$ cat src/rtl/prog_feeder.sv
// Program feeder: buffers a short 6-bit program, then replays it into a CPU after a reset pulse.
// Optional macro PROG_FEEDER_LOOP_EN makes the program loop instead of halting at its end.
module prog_feeder #(
    parameter int DEPTH = 16,
    parameter int AW    = 4
) (
    input  logic       clk,
    input  logic       rst,
    input  logic       load_valid,
    input  logic [5:0] load_data,
    output logic       load_ready,
    input  logic       load_clear,
    input  logic       run,
    input  logic       pc_valid,
    input  logic [7:0] pc_in,
    output logic       cpu_rst,
    output logic [5:0] instr_out,
    output logic       instr_valid,
    output logic       halted
);

    typedef enum logic [1:0] {IDLE, PRIME, RUN, HALT} state_e;

    localparam logic [AW:0] LEN_FULL = (AW+1)'(DEPTH);

    state_e        state_q, state_d;
    logic [AW:0]   len_q, len_d;
    logic [AW-1:0] wr_ptr_q, wr_ptr_d;
    logic [AW-1:0] fe_ptr_q, fe_ptr_d;
    logic [5:0]    mem [DEPTH];
    logic [5:0]    instr_q;
    logic          load_fire;
    logic          fetch;
    logic [AW:0]   fe_next;
    logic          unused_pc_hi;

    assign unused_pc_hi = ^pc_in[7:AW];

    always_comb begin
        state_d    = state_q;
        len_d      = len_q;
        wr_ptr_d   = wr_ptr_q;
        fe_ptr_d   = fe_ptr_q;
        load_ready = 1'b0;
        load_fire  = 1'b0;
        fetch      = 1'b0;
        // One bit wider than the pointer so running off the end of a full program is visible.
        fe_next    = pc_valid ? {1'b0, pc_in[AW-1:0]} : {1'b0, fe_ptr_q} + 1'b1;
        case (state_q)
            IDLE: begin
                load_ready = (len_q != LEN_FULL);
                if (load_clear) begin
                    len_d    = '0;
                    wr_ptr_d = '0;
                end else if (load_valid && load_ready) begin
                    load_fire = 1'b1;
                    wr_ptr_d  = wr_ptr_q + 1'b1;
                    len_d     = len_q + 1'b1;
                end
                if (run && (len_d != '0)) begin
                    state_d = PRIME;
                end
            end
            PRIME: begin
                fe_ptr_d = '0;
                if (!run) begin
                    state_d = IDLE;
                end else begin
                    state_d = RUN;
                    fetch   = 1'b1;
                end
            end
            RUN: begin
                if (!run) begin
                    state_d = IDLE;
                end else if (fe_next >= len_q) begin
`ifdef PROG_FEEDER_LOOP_EN
                    if (pc_valid) begin
                        state_d = HALT;
                    end else begin
                        fe_ptr_d = '0;
                        fetch    = 1'b1;
                    end
`else
                    state_d = HALT;
`endif
                end else begin
                    fe_ptr_d = fe_next[AW-1:0];
                    fetch    = 1'b1;
                end
            end
            HALT: begin
                if (!run) begin
                    state_d = IDLE;
                end
            end
            default: state_d = IDLE;
        endcase
    end

    always_ff @(posedge clk or negedge rst) begin
        if (!rst) begin
            state_q  <= IDLE;
            len_q    <= '0;
            wr_ptr_q <= '0;
            fe_ptr_q <= '0;
        end else begin
            state_q  <= state_d;
            len_q    <= len_d;
            wr_ptr_q <= wr_ptr_d;
            fe_ptr_q <= fe_ptr_d;
        end
    end

    // Storage is never reset; the write is blocked while reset is held so an aborted load leaves no trace.
    always_ff @(posedge clk) begin
        if (load_fire && rst) begin
            mem[wr_ptr_q] <= load_data;
        end
        if (fetch) begin
            instr_q <= mem[fe_ptr_d];
        end
    end

    assign cpu_rst     = (state_q == PRIME);
    assign instr_valid = (state_q == RUN);
    assign instr_out   = instr_valid ? instr_q : 6'b000000;
    assign halted      = (state_q == HALT);

endmodule

$ cat config.mk
export PLATFORM = sky130hd
export DESIGN_NAME = prog_feeder
export DESIGN_NICKNAME = d
export VERILOG_FILES = /design/src/rtl/prog_feeder.sv
export SDC_FILE = /design/constraint.sdc
export NUM_CORES = 1
export LEC_CHECK = 0
export BUFFER_PORTS_ARGS = -buffer_cell sky130_fd_sc_hd__buf_4
export CAP_MARGIN = 10
export CORE_ASPECT_RATIO = 1.75
export CORE_MARGIN = 2
export CORE_UTILIZATION = 50
export CTS_BUF_LIST = sky130_fd_sc_hd__clkbuf_2 sky130_fd_sc_hd__clkbuf_4 sky130_fd_sc_hd__clkbuf_8
export CTS_CLUSTER_DIAMETER = 80
export DETAILED_ROUTE_END_ITERATION = 7
export MAX_ROUTING_LAYER = met4
export PLACE_DENSITY = 0.67
export SYNTH_ARGS = -nofsm -noshare
export SYNTH_HDL_FRONTEND = slang
export SYNTH_SLANG_ARGS = --single-unit
$ cat constraint.sdc
create_clock -name clk -period 5.1 [get_ports clk]
set_input_delay 0 -clock clk [delete_from_list [all_inputs] [get_ports clk]]
set_output_delay 0 -clock clk [all_outputs]
set_load 0.01 [all_outputs]
==> results.json, run 1 <==
{
  "dp_hpwl_mm": 7.31,
  "clockBufferDepth": 2,
  "crit_type": "flip-flop to flip-flop",
  "critPathLaunchType": "flip-flop",
  "reg2reg_to": "instr_q[3]",
  "worstHoldPathCells": 5,
  "grtUsageMet2": 0.351,
  "dr.pass1.iters": 7,
  "dieArea_mm2": 0.0114,
  "relSlewSlack": 0.354,
  "num_vias": 2939,
  "cts_inserted_buffers": 17,
  "fmax_mhz": 241,
  "critPathMaxFanout": 24,
  "synthCells": 344,
  "synth_top_area_cell": "edfxtp_1",
  "postRouteAntennaNets": 0,
  "place_area_mm2": 0.00554,
  "synth_seq_area_share": 0.654,
  "cts_hold_buffers": 11,
  "synthTopCellsByCount": "edfxtp_1 (102), mux2i_1 (27), nand2_1 (23)",
  "setup_viol": 0,
  "leakage_nw": 2.37,
  "gr-max-usage-layer": "met2",
  "ir_drop_mv": 0.240,
  "post_drt_wl_per_cell_um": 19.2,
  "min_path_type": "primary input to flip-flop",
  "async_reset_ff_frac": 0.128,
  "antenna_found_initial": 0,
  "met3_usage": 0.0558,
  "diodes": 0,
  "drtIter0Drc": 118,
  "synth_top_area_frac": 0.582,
  "powerDensity_mw_per_mm2": 403,
  "die_y_um": 140,
  "root_buffer": "clkbuf_8",
  "gp_congestion": 0.809,
  "initial_core_util": 0.514,
  "syn-num-nets": 380,
  "die_w_um": 81.5,
  "synth.distinct_cells": 45,
  "core_mm2": 0.0102,
  "outcome": "finished clean",
  "timing.rr.start": "fe_ptr_q[0]",
  "stdcell_area_mm2": 0.00606,
  "synth_area_mm2": 0.00526,
  "grt_use_met1": 0.197,
  "cts_tree": "built",
  "cts_resized": 0,
  "period_minus_slack_ps": 4150,
  "cp.arrival_ps": 4340,
  "fin_tns_setup_ps": 0,
  "finClkSkew_ps": 11.5,
  "clkSinkCount": 117,
  "clock_latency_ps": 430,
  "slew_violations": 0,
  "routed_wl_mm": 10.1,
  "grt_remaining_overflow": 0,
  "grt_max_degree": 25,
  "cts_setup_buffers": 0,
  "yosys_warnings": 0,
  "nFillCells": 809,
  "ys_ff_latch": 117,
  "hp-start": "pc_in[2]",
  "rsz0062_at_grt": "false",
  "synth-edff-count": 102,
  "reg2reg_depth": 14,
  "worstHoldEndpoint": "fe_ptr_q[2]",
  "drc": 0,
  "cap_violations": 0,
  "ios": 30,
  "fin_util": 0.592,
  "finalHoldViolCount": 0,
  "endpoint_kind": "flip-flop",
  "vias_per_cell": 5.60,
  "fin_crit_sh": 0.814,
  "clk_pin_slew_worst_paths_ps": 70,
  "drive_above_1_share": 0.171,
  "synth.avg_cell_area_um2": 15.3,
  "nNetsFinal": 421,
  "synthMostInstantiatedCell": "edfxtp_1",
  "grt_pass1_vias": 3062,
  "rrSetupSlack_ps": 950,
  "rows": 49,
  "syn2layout_area_growth_pct": 15.2,
  "synth_area_leaders": "edfxtp_1 (58%), dfrtp_1 (7.1%), mux4_1 (6.0%)",
  "track_usage": 0.204,
  "port-buffer-count": 25,
  "worst_pin_slew_ps": 961,
  "synth_flop_cell": "edfxtp_1",
  "grt_pass1_wl_mm": 15.9,
  "crit_required_ps": 5290,
  "h-tree-depth": 4
}
==> power breakdown <==
| part | switching, W | total (W) | internal [W] |
|---|---|---|---|
| logic | 0.000256 | 0.000436 | 0.000180 |
| registers | 0.0000510 | 0.00115 | 0.00110 |
| clock network | 0.000372 | 0.000858 | 0.000485 |
| total | 0.000680 | 0.00244 | 0.00176 |
==> registers in the layout (all words and copies together), names as in the netlist <==
| name | count |
|---|---|
| fe_ptr_q | 4 |
| instr_q | 6 |
| len_q | 5 |
| mem | 96 |
| state_q | 2 |
| wr_ptr_q | 4 |
==> layout by cell type (no fill, tap or decap), types with 2 or more instances in the layout <==
master           n
o21ai_0          7
nor3_1           5
xnor2_1          4
ha_1            16
mux4_1          12
nand2_1         23
clkinv_4         5
dfrtp_1         15
o22ai_1          6
clkbuf_8        17
inv_6            2
dlygate4sd3_1   11
a21oi_1          7
and2_1          10
nand4_1          5
clkinv_2         2
nor2b_1          3
buf_4           27
edfxtp_1       102
nor2_1          18
mux2i_1         27
inv_1           18
nor3b_1          4
a22o_1           6
o221ai_1        13
clkinvlp_4       2
nand3_1          2
a21o_1           6
bufinv_16        3
==> cell families after synthesis <==
group,synth area share
compound gates,0.0783
xor+xnor,0.00833
fa+ha+maj,0.0381
buf+inv,0.0345
flops,0.654
mux,0.114
simple gates,0.0730
==> worst max-delay path by stage <==
stage / cells past startpoint / start / end
global route: 14 / fe_ptr_q[0] / instr_q[4]
detailed placement: 14 / fe_ptr_q[0] / instr_q[1]
floorplan: 14 / fe_ptr_q[1] / instr_q[1]
CTS: 14 / fe_ptr_q[0] / instr_q[1]
finish: 14 / fe_ptr_q[0] / instr_q[3]
global placement: 14 / fe_ptr_q[0] / instr_q[1]
==> worst max-delay path: stages (launching register included) <==
cell and delay (ps):
dfrtp_1 450, ha_1 250, xnor2_1 120, o21ai_0 330, ha_1 320, a21oi_1 130, o21ai_0 150, a31oi_4 400
nor2_1 140, a221oi_4 190, buf_4 290, buf_4 410, mux2i_1 250, o221ai_1 240, a21o_1 220
==> metrics by stage <==
step	hold WS, ps	total power, W	instances	setup WS [ps]
2_1_floorplan	-296	0.00145	344	1590
3_3_place_gp	-127	0.00159	482	974
3_5_place_dp	-124	0.00160	482	926
4_1_cts	177	0.00247	525	914
5_1_grt	206	0.00256	525	676
6_report	178	0.00244	525	947
==> layout make-up <==
cell class	instances	area, µm²	share of cell area
Sequential cell	117	3440	0.567
Multi-Input combinational cell	191	1660	0.274
Timing Repair Buffer	38	313	0.0516
Clock buffer	17	234	0.0386
Clock inverter	15	180	0.0297
Tap cell	127	159	0.0262
Inverter	20	77.6	0.0128
==> metal layers <==
layer / vias to the layer above / wire length (µm) / share of wire
li1: 1417 / - / -
met1: 1435 / 3610 / 0.36
met2: 65 / 5720 / 0.57
met3: 22 / 295 / 0.029
met4: 0 / 448 / 0.044
met5: - / 0 / 0
Power figures use the tool's default switching activity.
==> run 2, diff against run 1 <==
==> constraint.sdc (replaced) <==
create_clock -name clk -period 3.96 [get_ports clk]
set_input_delay 0 -clock clk [delete_from_list [all_inputs] [get_ports clk]]
set_output_delay 0 -clock clk [all_outputs]
set_load 0.01 [all_outputs]
==> run 2 against run 1 <==
  * Fmax is 11% higher
  * Die area did not move
  * Clock power rose by 22%
  * Count of clock-buffer cells in the layout rose by 3
  * Largest power group unchanged
  * Sequential share of layout area decreased by 0.56 points
  * Highest routed layer unchanged
  * Hold slack lost 6.0 ps
  * Largest cell class unchanged
  * Cell count grew 1.9%
==> results.json, run 2 (synthesis results as in run 1) <==
{
  "h-tree-depth": 4,
  "routed_wl_mm": 10.4,
  "powerDensity_mw_per_mm2": 508,
  "placedCellCount": 492,
  "cts_setup_buffers": 0,
  "largest_reg_flops": 96,
  "grt_pass1_vias": 3084,
  "max_stage_delay_ps": 640,
  "relSlewSlack": 0.497,
  "critPathLaunchType": "flip-flop",
  "initial_core_util": 0.514,
  "die_y_um": 140,
  "gp_congestion": 0.844,
  "rows": 49,
  "diodes": 0,
  "post_drt_wl_per_cell_um": 19.5,
  "ir_drop_mv": 0.402,
  "grt_pass1_wl_mm": 16.2,
  "vias_per_cell": 5.54,
  "dr.pass1.iters": 5,
  "nNetsFinal": 431,
  "place_area_mm2": 0.00562,
  "layout_common_cells": "edfxtp_1 (102), buf_4 (36), mux2i_1 (27)",
  "core_mm2": 0.0102,
  "timing.rr.start": "fe_ptr_q[1]",
  "hp-start": "pc_in[2]",
  "finalHoldViolCount": 0,
  "holdWs_ps": 172,
  "rrSetupSlack_ps": 230,
  "slew_violations": 0,
  "root_buffer": "clkbuf_8",
  "drive_above_1_share": 0.191,
  "worstPathCellList": "ha_1, xnor2_1, o21ai_1, ha_1, a21oi_1, o21ai_0, a31oi_4, nor2_1, a221oi_4, buf_12, mux4_1, a22o_1, a21o_1",
  "multi_input_area_mm2": 0.00166,
  "fmax_mhz": 268,
  "antenna_found_initial": 0,
  "drc": 0,
  "rsz0062_at_grt": "false",
  "num_vias": 2962,
  "stdcell_area_mm2": 0.00612,
  "syn2layout_area_growth_pct": 16.3,
  "crit_top_cell": "ha_1",
  "grt_remaining_overflow": 0,
  "cp.arrival_ps": 3900,
  "die_w_um": 81.5,
  "outcome": "finished clean",
  "critPathMaxFanout": 18,
  "reg2reg_depth": 13,
  "period_minus_slack_ps": 3730,
  "reg2reg_to": "instr_q[2]",
  "fin_crit_sh": 0.942,
  "clk_pin_slew_worst_paths_ps": 60,
  "postRouteAntennaNets": 0,
  "endpoint_kind": "flip-flop",
  "cts_tree": "built",
  "cp_slowest_cell": "mux4_1",
  "crit_type": "flip-flop to flip-flop",
  "leakage_nw": 2.41,
  "nFillCells": 803,
  "clkSinkCount": 117,
  "cap_violations": 0,
  "crit_required_ps": 4140,
  "min_path_type": "primary input to flip-flop",
  "ios": 30,
  "grt_max_degree": 20,
  "worst_pin_slew_ps": 752,
  "cts_inserted_buffers": 17,
  "final_cells": 535,
  "dieArea_mm2": 0.0114,
  "fin_tns_setup_ps": 0,
  "port-buffer-count": 25,
  "ff_latch_area_mm2": 0.00344,
  "top_regs": "mem: 96 flops, instr_q: 6 flops, len_q: 5 flops",
  "setup_viol": 0,
  "layout_commonest_cell": "edfxtp_1",
  "max_flop_register": "mem",
  "worstHoldPathCells": 5,
  "clockBufferDepth": 2,
  "clock_latency_ps": 420,
  "dp_hpwl_mm": 7.49,
  "finClkSkew_ps": 8.85,
  "drtIter0Drc": 152,
  "worstHoldEndpoint": "fe_ptr_q[2]",
  "track_usage": 0.208
}
run 2: cell count changes in the layout (fill, tap and decap cells not counted), sizes merged:
cell	previous run	this run
buf	27	37
clkinv	8	4
clkinvlp	2	4
clkbuf	17	20
bufinv	3	2
run 2: worst max path at each step:
stage                start          to  slack (ps)  cells after the start
4_1_cts        fe_ptr_q[1]  instr_q[2]          90                     13
3_3_place_gp   fe_ptr_q[1]  instr_q[2]         200                     13
5_1_grt        fe_ptr_q[1]  instr_q[2]         100                     13
2_1_floorplan  fe_ptr_q[1]  instr_q[1]         450                     14
6_report       fe_ptr_q[1]  instr_q[2]         230                     13
3_5_place_dp   fe_ptr_q[1]  instr_q[2]         110                     13
run 2: area by class of cell:
type                       instances  area share
clock buffer                      20      0.0419
tap                              127      0.0260
timing repair buffer              48      0.0654
sequential                       117       0.562
clock inverter                    12      0.0213
multi-input combinational        191       0.271
inverter                          20      0.0127
run 2: worst max-delay path: cells and delay by family (launching register included):
kind	cells	cell delay [ps]
muxes	1	640
AOI/OAI and AO/OA	7	1410
buffers and inverters	1	210
DFF	1	440
adders and majority gates	2	530
xor gates and xnor gates	1	130
and+or+nand+nor	1	100
run 2: layer usage:
metal	wire length [µm]	up-vias	global-route usage
li1	-	1435	-
met1	3790	1431	0.202
met2	6020	74	0.372
met3	312	22	0.0473
met4	321	0	0.101
met5	0	-	-
run 2: where the power goes:
group / internal (W) / switching [W] / leakage, nW
clock network: 0.000579 / 0.000469 / 0.187
registers: 0.00141 / 0.0000664 / 1.12
logic: 0.000248 / 0.000337 / 1.10
run 2: what timing repair did:
action                                 in CTS  in global routing
setup endpoints to repair                   0                  3
resized for setup                           0                  1
endpoints found under the hold margin     122                  0
hold buffers                               11                  0
run 2: per-stage QoR:
step           utilization  total power, W  setup WS (ps)
2_1_floorplan            -         0.00187            449
3_3_place_gp         0.549         0.00207            200
3_5_place_dp         0.549         0.00208            107
4_1_cts              0.598         0.00314           90.9
5_1_grt              0.598         0.00326            102
6_report             0.598         0.00311            231
